File: src/rtl/jfpjc_pkg.sv
// Shared constants for the DCT datapath.
// Holds operand/result widths and the accumulator guard-bit helper.
package jfpjc_pkg;

  localparam int PRODUCT_WIDTH = 32;
  localparam int DCT_TERMS     = 8;
  localparam int COEF_WIDTH    = 16;
  localparam int DCT_SHIFT     = 8;

  // Bits needed to count/sum 'terms' values without overflow
  function automatic int guard_bits(input int terms);
    return (terms <= 1) ? 1 : $clog2(terms);
  endfunction

endpackage

File: src/rtl/product_accumulator_fifo.sv
// result_fifo2: 2-entry in-order valid/ready buffer.
// full is purely register-based so upstream stall has no path from pop.
module result_fifo2
  import jfpjc_pkg::*;
#(
  parameter int W = COEF_WIDTH
) (
  input  logic         clk,
  input  logic         rst,
  input  logic         push,
  input  logic [W-1:0] push_data,
  input  logic         out_ready,
  output logic         out_valid,
  output logic [W-1:0] out_data,
  output logic         full
);

  logic [W-1:0] mem_q [2];
  logic [W-1:0] mem_d [2];
  logic         wr_q, wr_d;
  logic         rd_q, rd_d;
  logic [1:0]   cnt_q, cnt_d;
  logic         do_push, do_pop;

  assign out_valid = (cnt_q != 2'd0);
  assign full      = (cnt_q == 2'd2);
  assign out_data  = mem_q[rd_q];

  // Next-state: write at wr pointer, read at rd pointer, track occupancy
  always_comb begin
    mem_d   = mem_q;
    wr_d    = wr_q;
    rd_d    = rd_q;
    cnt_d   = cnt_q;
    do_push = push & ~full;
    do_pop  = out_valid & out_ready;
    if (do_push) begin
      mem_d[wr_q] = push_data;
      wr_d        = ~wr_q;
    end
    if (do_pop) begin
      rd_d = ~rd_q;
    end
    unique case ({do_push, do_pop})
      2'b10:   cnt_d = cnt_q + 2'd1;
      2'b01:   cnt_d = cnt_q - 2'd1;
      default: cnt_d = cnt_q;
    endcase
  end

  // State registers, cleared asynchronously
  always_ff @(posedge clk or posedge rst) begin
    if (rst) begin
      mem_q[0] <= '0;
      mem_q[1] <= '0;
      wr_q     <= 1'b0;
      rd_q     <= 1'b0;
      cnt_q    <= 2'd0;
    end else begin
      mem_q <= mem_d;
      wr_q  <= wr_d;
      rd_q  <= rd_d;
      cnt_q <= cnt_d;
    end
  end

endmodule

File: src/rtl/product_accumulator.sv
// Sums TERMS signed products, rounds, shifts and narrows to OUT_WIDTH.
// Define PRODUCT_ACCUMULATOR_SATURATE_EN to clamp instead of wrapping.
module product_accumulator
  import jfpjc_pkg::*;
#(
  parameter int WIDTH     = PRODUCT_WIDTH,
  parameter int TERMS     = DCT_TERMS,
  parameter int SHIFT     = DCT_SHIFT,
  parameter int OUT_WIDTH = COEF_WIDTH
) (
  input  logic                 clk,
  input  logic                 rst,
  input  logic                 in_valid,
  output logic                 in_ready,
  input  logic [WIDTH-1:0]     in_pdt,
  output logic                 out_valid,
  input  logic                 out_ready,
  output logic [OUT_WIDTH-1:0] out_data
);

  localparam int ACC_W = WIDTH + guard_bits(TERMS);
  localparam int CNT_W = guard_bits(TERMS);

  localparam logic [CNT_W-1:0] CNT_LAST = CNT_W'(TERMS - 1);
  localparam logic [ACC_W:0]   HALF =
    {{ACC_W{1'b0}}, 1'b1} << (SHIFT - 1);

  logic [CNT_W-1:0]     cnt_q, cnt_d;
  logic [ACC_W-1:0]     acc_q, acc_d;
  logic                 accept, last, push, full;
  logic [ACC_W-1:0]     pdt_ext, sum;
  logic [ACC_W:0]       rnd;
  logic signed [ACC_W:0] r;
  logic [OUT_WIDTH-1:0] res;

  assign in_ready = ~full;
  assign accept   = in_valid & in_ready;
  assign last     = (cnt_q == CNT_LAST);
  assign push     = accept & last;

  // Running sum, term counter and round/shift of the completed group
  always_comb begin
    cnt_d   = cnt_q;
    acc_d   = acc_q;
    pdt_ext = {{(ACC_W - WIDTH){in_pdt[WIDTH-1]}}, in_pdt};
    sum     = ((cnt_q == '0) ? '0 : acc_q) + pdt_ext;
    rnd     = {sum[ACC_W-1], sum} + HALF;
    r       = $signed(rnd) >>> SHIFT;
    if (accept) begin
      acc_d = sum;
      cnt_d = last ? '0 : cnt_q + CNT_W'(1);
    end
  end

`ifdef PRODUCT_ACCUMULATOR_SATURATE_EN
  logic [ACC_W-OUT_WIDTH+1:0] r_hi;
  logic                       in_range;

  // Clamp to the signed OUT_WIDTH range when high bits are not a sign run
  always_comb begin
    r_hi     = r[ACC_W:OUT_WIDTH-1];
    in_range = (&r_hi) | ~(|r_hi);
    res      = r[OUT_WIDTH-1:0];
    if (!in_range) begin
      res = r[ACC_W] ? {1'b1, {(OUT_WIDTH-1){1'b0}}}
                     : {1'b0, {(OUT_WIDTH-1){1'b1}}};
    end
  end
`else
  logic unused_r_hi;

  // Two's-complement wrap: keep only the low OUT_WIDTH bits
  always_comb begin
    res         = r[OUT_WIDTH-1:0];
    unused_r_hi = ^r[ACC_W:OUT_WIDTH];
  end
`endif

  // Counter and accumulator registers
  always_ff @(posedge clk or posedge rst) begin
    if (rst) begin
      cnt_q <= '0;
      acc_q <= '0;
    end else begin
      cnt_q <= cnt_d;
      acc_q <= acc_d;
    end
  end

  result_fifo2 #(
    .W(OUT_WIDTH)
  ) u_fifo (
    .clk       (clk),
    .rst       (rst),
    .push      (push),
    .push_data (res),
    .out_ready (out_ready),
    .out_valid (out_valid),
    .out_data  (out_data),
    .full      (full)
  );

endmodule

File: config.mk
export PLATFORM = sky130hd
export DESIGN_NAME = product_accumulator
export DESIGN_NICKNAME = d
export VERILOG_FILES = /design/src/rtl/jfpjc_pkg.sv /design/src/rtl/product_accumulator_fifo.sv /design/src/rtl/product_accumulator.sv
export SDC_FILE = /design/constraint.sdc
export NUM_CORES = 1
export LEC_CHECK = 0
export BUFFER_PORTS_ARGS = -buffer_cell sky130_fd_sc_hd__buf_2
export CORE_MARGIN = 2
export CORE_UTILIZATION = 60
export DETAILED_ROUTE_END_ITERATION = 8
export GPL_ROUTABILITY_DRIVEN = 0
export PLACE_DENSITY = 0.84
export SYNTH_ARGS = -nofsm -noshare
export SYNTH_HDL_FRONTEND = slang
export SYNTH_SLANG_ARGS = --single-unit
File: constraint.sdc
create_clock -name clk -period 6.9 [get_ports clk]
set_input_delay 1.035 -clock clk [delete_from_list [all_inputs] [get_ports clk]]
set_output_delay 1.035 -clock clk [all_outputs]
set_load 0.02 [all_outputs]
==> results_dict.tcl, run 1 <==
set metrics [dict create \
    status "completed" \
    synth_seq_cells 63 \
    boundaryPins 54 \
    synth-main-ff-cell "dfrtp_1" \
    drive_gt1_share_pct 20.5 \
    rows 31 \
    syn_area_per_cell_um2 9.02 \
    final_common_cell "nand2_1" \
    diodes 0 \
    yosys.area.top_type "dfrtp_1" \
    crit_required_ps 7130 \
    drt-total-wl_um 9940 \
    hp-class "reg2reg" \
    hold_buffers 0 \
    fin_skew_ps 8.85 \
    post-route-util_pct 68.4 \
    setup-tns-final_ps 0 \
    cts_resized 0 \
    grt_pass1_wl_um 16900 \
    crit_chain "inv_1 > ha_1 > nand2b_1 > and2_1 > ha_1 > fa_1 > a21o_1 > a221o_1 > a21oi_1 > xnor2_1 > nor2b_1 > nor4bb_1 > nand4_1 > xnor2_1 > mux2_2" \
    synthToLayoutAreaGrowth_pct 10.6 \
    post_drt_wl_per_cell_um 15.8 \
    synth_top_area_share_pct 35.3 \
    setup_slack_ps 2160 \
    cts_tree "done" \
    die_h_um 90.3 \
    initial_core_util_pct 61.9 \
    ant_nets 0 \
    setup_viol 0 \
    dp_hpwl_um 7210 \
    endpoint_kind "flop" \
    io_buffers 45 \
    antenna_found_initial 0 \
    powerDensity_nw_per_um2 585 \
    ys_async_sr_fraction_pct 100 \
    numCtsBuffers 9 \
    crit_arrival_ps 4960 \
    crit_path_max_fanout 24 \
    maxCapViolations 0 \
    coreArea_um2 7210 \
    min_period_ps 4740 \
    slew_headroom_pct 20.4 \
    clockBufferDepth 2 \
    period_share_pct 68.6 \
    grt_pass1_vias 3580 \
    peakVddDrop_uv 293 \
    cts_sinks 63 \
    worst_slew_pin_slew_ps 1190 \
    grt.total_usage_pct 25.5 \
    cts-root-buf "clkbuf_8" \
    dieArea_um2 8150 \
    critical_path_class "reg2reg" \
    yosys.cell_types.count 57 \
    drc 0 \
    maxClockFrequency_mhz 211 \
    clock_latency_ps 340 \
    h-tree-depth 3 \
    initialDrtViolationCount 185 \
    firstDrtPassIters 4 \
    ys_seq_area_share_pct 35.3 \
    num_vias 3703 \
    worst_path_largest_cell_delay_ps 420 \
    syn_area_um2 4460 \
    final_cell_mix "88 x nand2_1, 63 x dfrtp_1, 45 x buf_2" \
    cts_setup_buffers 0 \
    rsz0062_at_grt "no" \
    die_w_um 90.3 \
    grt_max_degree 64 \
    r2r_setup_slack_ps 2160 \
    viasPerCell 5.87 \
    finalNetCount 592 \
    dpl_worst_slack_ps 2240 \
    synth.area.top_cells "dfrtp_1 35%, mux2_2 9.1%, ha_1 7.8%, nand2_1 7.4%, and2_1 4.2%" \
    hold_viol_final 0 \
    yosys_warnings 0 \
    clk_pin_slew_worst_paths_ps 70 \
    start_kind "flop" \
    synth_cells 495 \
    synth.net_count 560 \
    slowest_stage "nand2b_1" \
    maxSlewViolCount 0 \
    synth_edf_count 0 \
    grt_remaining_overflow 0 \
    p_leak_nw 2.29 \
]
-- per-layer routing --
metal / wire length [µm] / track usage (%) / vias up
met4: 210 / 9.49 / 0
met2: 4900 / 43.2 / 111
met5: 0 / 0 / -
met1: 4400 / 33.2 / 1766
met3: 438 / 3.76 / 17
li1: - / - / 1809
-- critical path, delay by kind of cell, from the launching register on --
kind                       cells  cell delay (ps)
xor gates and xnor gates       2              490
buffers and inverters          1               80
DFF                            1              400
adders and majority gates      3              780
muxes                          1              280
and+or+nand+nor                5             1630
AOI/OAI and AO/OA              3              960
-- per-stage QoR --
stage / std cells / hold WS [ps] / total power [mW] / instance area, µm²
floorplan: 495 / 437 / 2.08 / 4460
global placement: 615 / 452 / 2.41 / 4710
detailed placement: 615 / 455 / 2.49 / 4710
CTS: 631 / 473 / 2.88 / 4940
global route: 631 / 503 / 3.12 / 4940
finish: 631 / 474 / 2.89 / 4940
-- registers in the layout (all words and copies together) (netlist names) --
name / count
u_fifo.mem_q: 32
acc_q: 24
u_fifo.rd_q: 1
u_fifo.wr_q: 1
u_fifo.cnt_q: 2
cnt_q: 3
-- cells in the mapped netlist, types with 5 or more instances --
cell and count:
nand3_1 13, xor2_1 15, nor3_1 7, a21oi_1 29
mux2_2 36, ha_1 28, clkbuf_1 19, nand4_1 6
inv_1 8, a211oi_1 5, xnor2_1 17, nand2_1 88
o211ai_1 6, and2_1 30, a21o_1 5, nor2_1 16
dfrtp_1 63, o21ai_0 37
-- cell type report --
cell class | count | area (µm²)
multi-input cells | 399 | 2750
flip-flops and latches | 63 | 1580
clock inverters | 7 | 103
repair buffers | 46 | 233
clock buffers | 9 | 124
well taps | 99 | 124
fillers | 588 | 2280
inverters | 8 | 30.0
-- logic make-up after synthesis --
family	count (synthesis)	share of synthesized area, %
simple gates	192	21.7
compound gates	108	15.4
flops	63	35.3
mux	36	9.08
xor+xnor	34	7.01
buf+inv	33	3.14
fa+ha+maj	29	8.30
-- where the power goes --
part / total [mW] / internal [mW] / switching, mW / leakage (nW)
sequential: 0.635 / 0.533 / 0.102 / 0.800
clock: 0.374 / 0.208 / 0.166 / 0.111
combinational: 1.88 / 0.740 / 1.14 / 1.38
-- worst paths after layout --
kind,startpoint,endpoint,cells after the start
max,cnt_q[0],u_fifo.mem_q[30],15
min,acc_q[10],acc_q[10],2
max reg2reg,cnt_q[0],u_fifo.mem_q[30],15
min reg2reg,acc_q[10],acc_q[10],2
max in group asynchronous,rst,acc_q[17],3
min in group asynchronous,rst,u_fifo.cnt_q[1],3
(Power assumes the default switching activity.)
==> run 2: changes to the inputs <==
Settings changed: ABC_AREA from default to 1, PLACE_DENSITY 0.84 to 0.83.
Clock period 6.9 ns to 4.7 ns, I/O delays scaled along.
==> results_dict.tcl, run 2 <==
set metrics [dict create \
    cts_tree "done" \
    drc 0 \
    synth_commonest_cells "300 x nand2_1, 127 x inv_1, 63 x dfrtp_1" \
    boundaryPins 54 \
    rows 33 \
    drt-total-wl_um 11900 \
    die_w_um 95.1 \
    cts_resized 0 \
    syn_area_per_cell_um2 6.36 \
    h-tree-depth 3 \
    clock_latency_ps 350 \
    start_kind "flop" \
    grt_pass1_wl_um 20400 \
    largest_reg_flops 32 \
    dieArea_um2 9050 \
    ys_async_sr_fraction_pct 100 \
    endpoint_kind "flop" \
    setup-tns-final_ps 0 \
    period_share_pct 75.0 \
    firstDrtPassIters 7 \
    grt_max_degree 64 \
    synth_top_area_share_pct 31.6 \
    dp_hpwl_um 9020 \
    maxCapViolations 0 \
    coreArea_um2 8130 \
    grt_remaining_overflow 0 \
    worst_slew_pin_slew_ps 924 \
    synth_edf_count 0 \
    antenna_found_initial 0 \
    crit_path_max_fanout 23 \
    rsz0062_at_grt "no" \
    io_buffers 45 \
    die_h_um 95.1 \
    initial_core_util_pct 61.3 \
    synth_cells 783 \
    peakVddDrop_uv 432 \
    hp-class "reg2reg" \
    clockBufferDepth 2 \
    n_fill_cell 710 \
    yosys_warnings 0 \
    syn_area_um2 4980 \
    cts-root-buf "clkbuf_8" \
    p_leak_nw 3.24 \
    synth.area.top_cells "dfrtp_1 32%, nand2_1 23%, inv_1 9.6%, ha_1 7.0%, o21ai_0 4.9%" \
    drive_gt1_share_pct 13.7 \
    post_drt_wl_per_cell_um 12.6 \
    diodes 0 \
    numCtsBuffers 9 \
    ys_seq_area_share_pct 31.6 \
    clk_pin_slew_worst_paths_ps 70 \
    slew_headroom_pct 38.2 \
    yosys.area.top_type "dfrtp_1" \
    dpl_worst_slack_ps 1180 \
    setup_viol 0 \
    cts_setup_buffers 0 \
    ant_nets 0 \
    grt.total_usage_pct 28.7 \
    multi_input_area_um2 2830 \
    synth_seq_cells 63 \
    initialDrtViolationCount 283 \
    hold_buffers 0 \
    crit_arrival_ps 3760 \
    cts_sinks 63 \
    critical_path_class "reg2reg" \
    register_area_um2 1580 \
    synthToLayoutAreaGrowth_pct 11.5 \
    final_common_cell "nand2_1" \
    synth.net_count 848 \
    maxSlewViolCount 0 \
    min_period_ps 3530 \
    max_flop_register "u_fifo.mem_q" \
    yosys.cell_types.count 35 \
    synth-main-ff-cell "dfrtp_1" \
    finalNetCount 895 \
    viasPerCell 5.20 \
    status "completed" \
    grt_pass1_vias 4728 \
    maxClockFrequency_mhz 284 \
    fin_skew_ps 7.65 \
    synth.most_common_cell "nand2_1" \
    final_cell_mix "300 x nand2_1, 126 x inv_1, 63 x dfrtp_1" \
    powerDensity_nw_per_um2 796 \
    largestRegisters "u_fifo.mem_q (32), acc_q (24), cnt_q (3)" \
    num_vias 4885 \
    setup_slack_ps 1170 \
    hold_viol_final 0 \
    crit_required_ps 4940 \
]
[run 2: cells by family after synthesis]
| kind of cell | share of synthesized area, % |
|---|---|
| and+or+nand+nor | 39.0 |
| adders and majority gates | 7.43 |
| buffers and inverters | 11.5 |
| DFF | 31.6 |
| xor gates and xnor gates | 2.79 |
| AOI/OAI and AO/OA | 7.63 |
[run 2: power by group]
part | internal (mW) | switching (mW) | total, mW
logic | 0.949 | 1.97 | 2.92
clock network | 0.351 | 0.227 | 0.578
registers | 0.787 | 0.140 | 0.927
[run 2: path summary, 6_finish.rpt]
kind,from,to,slack (ps),cells after the start
setup / recovery,cnt_q[0],u_fifo.mem_q[15],1170,21
hold / removal,u_fifo.mem_q[30],u_fifo.mem_q[30],480,2
hold reg to reg,u_fifo.mem_q[30],u_fifo.mem_q[30],480,2
min in group asynchronous,rst,u_fifo.mem_q[16],580,3
max in group asynchronous,rst,u_fifo.mem_q[13],3600,3
setup reg to reg,cnt_q[0],u_fifo.mem_q[15],1170,21
[run 2: layer usage]
layer	track usage, %	routed length [µm]	vias to the layer above
met5	0	0	-
met3	4.11	647	35
li1	-	-	2487
met2	48.7	5710	142
met1	35.2	5090	2221
met4	15.6	438	0
[run 2: worst max-delay path, stage by stage (launching register included)]
cell     delay, ps
dfrtp_1        390
inv_1          100
ha_1           160
inv_1           50
nor2_1          80
buf_4          290
nor2_1          80
ha_1           240
fa_1           430
nand2_1        100
nand2_1        100
nand3_2        100
nand3_1         90
nand2_2        130
ha_1           170
nand3_1        120
nor2_2         180
nand3_2        170
nor2_4         180
nand3_1        110
nand3_1        100
nand2_1         60
[run 2: area by class of cell]
| class | count | area share, % |
|---|---|---|
| multi-input combinational | 568 | 51.0 |
| sequential | 63 | 28.4 |
| inverter | 138 | 9.32 |
| timing repair buffer | 50 | 4.73 |
| tap | 105 | 2.36 |
| clock buffer | 10 | 2.30 |
| clock inverter | 6 | 1.96 |
[run 2: stage by stage]
stage	cells	total power, mW	hold slack, ps	util [%]	instance area, µm²
after floorplan	783	3.15	447	-	4980
after detailed placement	924	3.81	470	65.4	5320
after global routing	940	4.87	510	68.3	5560
after global placement	924	3.70	463	65.4	5320
after CTS	940	4.41	488	68.3	5560
final	940	4.43	481	68.3	5560
==> run 3: changes to the inputs <==
Clock period 4.7 ns to 3.37 ns, I/O delays scaled along.
==> results_dict.tcl, run 3 (synthesis results as in run 2) <==
set metrics [dict create \
    viasPerCell 5.47 \
    maxClockFrequency_mhz 307 \
    r2r_end "u_fifo.mem_q[10]" \
    powerDensity_nw_per_um2 1180 \
    die_h_um 95.1 \
    initialDrtViolationCount 359 \
    antenna_found_initial 0 \
    clockBufferDepth 2 \
    setup_viol 0 \
    final_cell_mix "268 x nand2_1, 119 x inv_1, 63 x dfrtp_1" \
    clock_latency_ps 360 \
    rows 33 \
    start_kind "flop" \
    grt_pass1_vias 4713 \
    startpoint "cnt_q[0]" \
    dpl_worst_slack_ps 32.2 \
    initial_core_util_pct 61.3 \
    reg2reg_depth 22 \
    finalNetCount 923 \
    slew_headroom_pct 48.0 \
    boundaryPins 54 \
    hold_viol_final 0 \
    numCtsBuffers 9 \
    dieArea_um2 9050 \
    diodes 0 \
    grt.total_usage_pct 29.3 \
    largest_reg_flops 32 \
    cts-root-buf "clkbuf_8" \
    dp_hpwl_um 9320 \
    r2r_setup_slack_ps 110 \
    crit_arrival_ps 3500 \
    worst_slew_pin_slew_ps 780 \
    final_common_cell "nand2_1" \
    coreArea_um2 8130 \
    clk_pin_slew_worst_paths_ps 80 \
    crit_required_ps 3610 \
    firstDrtPassIters 6 \
    setup_slack_ps 110 \
    post_drt_wl_per_cell_um 14.7 \
    num_vias 5293 \
    r2r-start "cnt_q[0]" \
    largestRegisters "u_fifo.mem_q (32), acc_q (24), cnt_q (3)" \
    drive_gt1_share_pct 26.5 \
    endpoint_kind "flop" \
    max_flop_register "u_fifo.mem_q" \
    maxSlewViolCount 0 \
    cts_tree "done" \
    critical_path_class "reg2reg" \
    io_buffers 45 \
    ant_nets 0 \
    fin_skew_ps 11.3 \
    period_share_pct 96.7 \
    status "completed" \
    drc 0 \
    power_mw 7.31 \
    crit_path_max_fanout 6 \
    grt_pass1_wl_um 20900 \
    h-tree-depth 3 \
    place_area_um2 5370 \
    finalInstanceArea_um2 6210 \
    peakVddDrop_uv 713 \
    maxCapViolations 0 \
    hp-class "in2async" \
    synthToLayoutAreaGrowth_pct 24.7 \
    cts_sinks 63 \
    n_fill_cell 581 \
    grt_max_degree 33 \
    drt-total-wl_um 14300 \
    p_leak_nw 3.41 \
    die_w_um 95.1 \
    grt_remaining_overflow 0 \
    min_period_ps 3260 \
]
run 3: changes by cell type in the layout (fill, tap and decap cells not counted), moves of 8 or more:
cell / before / now
nand2_4: 1 / 9
nand3_2: 5 / 13
ha_1: 28 / 14
nand2_1: 300 / 268
nand2_2: 14 / 38
nand3_1: 48 / 36
buf_4: 5 / 30
nor2_1: 53 / 39
ha_4: 0 / 12
run 3: final cells by class:
type                       instances  area, µm²  area share (%)
timing repair buffer              78        493            7.93
clock buffer                       9        124            1.99
multi-input combinational        568       3300            53.1
tap                              105        131            2.11
sequential                        63       1580            25.4
clock inverter                     7       71.3            1.15
inverter                         138        520            8.38
run 3: worst max path at each step:
stage / to / slack [ps] / cells after the start
floorplan: u_fifo.mem_q[15] / 160 / 21
global placement: u_fifo.mem_q[15] / 140 / 21
detailed placement: u_fifo.mem_q[15] / 30 / 21
CTS: u_fifo.mem_q[15] / 2 / 21
global route: u_fifo.mem_q[14] / -60 / 24
finish: u_fifo.mem_q[10] / 110 / 22
run 3: metal layers:
metal	vias up	part of all wire (%)	GRT usage, %
met5	-	0	0
met4	0	4.6	11.1
met3	64	6.4	4.51
met2	221	49	51.0
met1	2460	39	36.6
li1	2548	-	-
run 3: worst max-delay path, stage by stage, from the launching register on:
cell,delay (ps)
dfrtp_1,400
inv_2,100
ha_4,130
inv_2,30
nor2_2,80
buf_4,180
buf_12,130
nor2_1,40
ha_1,380
nand2_1,100
nand2_2,110
nand2_1,60
nand2_1,140
inv_2,80
nand4_1,240
nand2_2,120
nor2_4,160
nand2_4,100
nor2_8,160
buf_4,130
nand4_1,100
nand3_1,110
nand2_1,60
run 3: report_power, final:
| group | internal (mW) | total [mW] | switching, mW |
|---|---|---|---|
| Sequential | 1.10 | 1.30 | 0.206 |
| Combinational | 1.93 | 5.33 | 3.40 |
| Clock | 0.341 | 0.680 | 0.339 |
| Total | 3.37 | 7.31 | 3.94 |
run 3: timing repair:
item	4_1_cts	5_1_grt
resized for setup	0	117
buffers inserted	0	24
hold buffers	0	0
setup endpoints to repair	0	24
run 3: metrics by stage:
step | hold slack (ps) | std cells | TNS (ps) | utilization, %
floorplan | 447 | 783 | 0 | -
global placement | 462 | 928 | 0 | 66.0
detailed placement | 465 | 928 | 0 | 66.0
CTS | 284 | 944 | 0 | 68.4
global route | 329 | 968 | -383 | 76.4
finish | 256 | 968 | 0 | 76.4
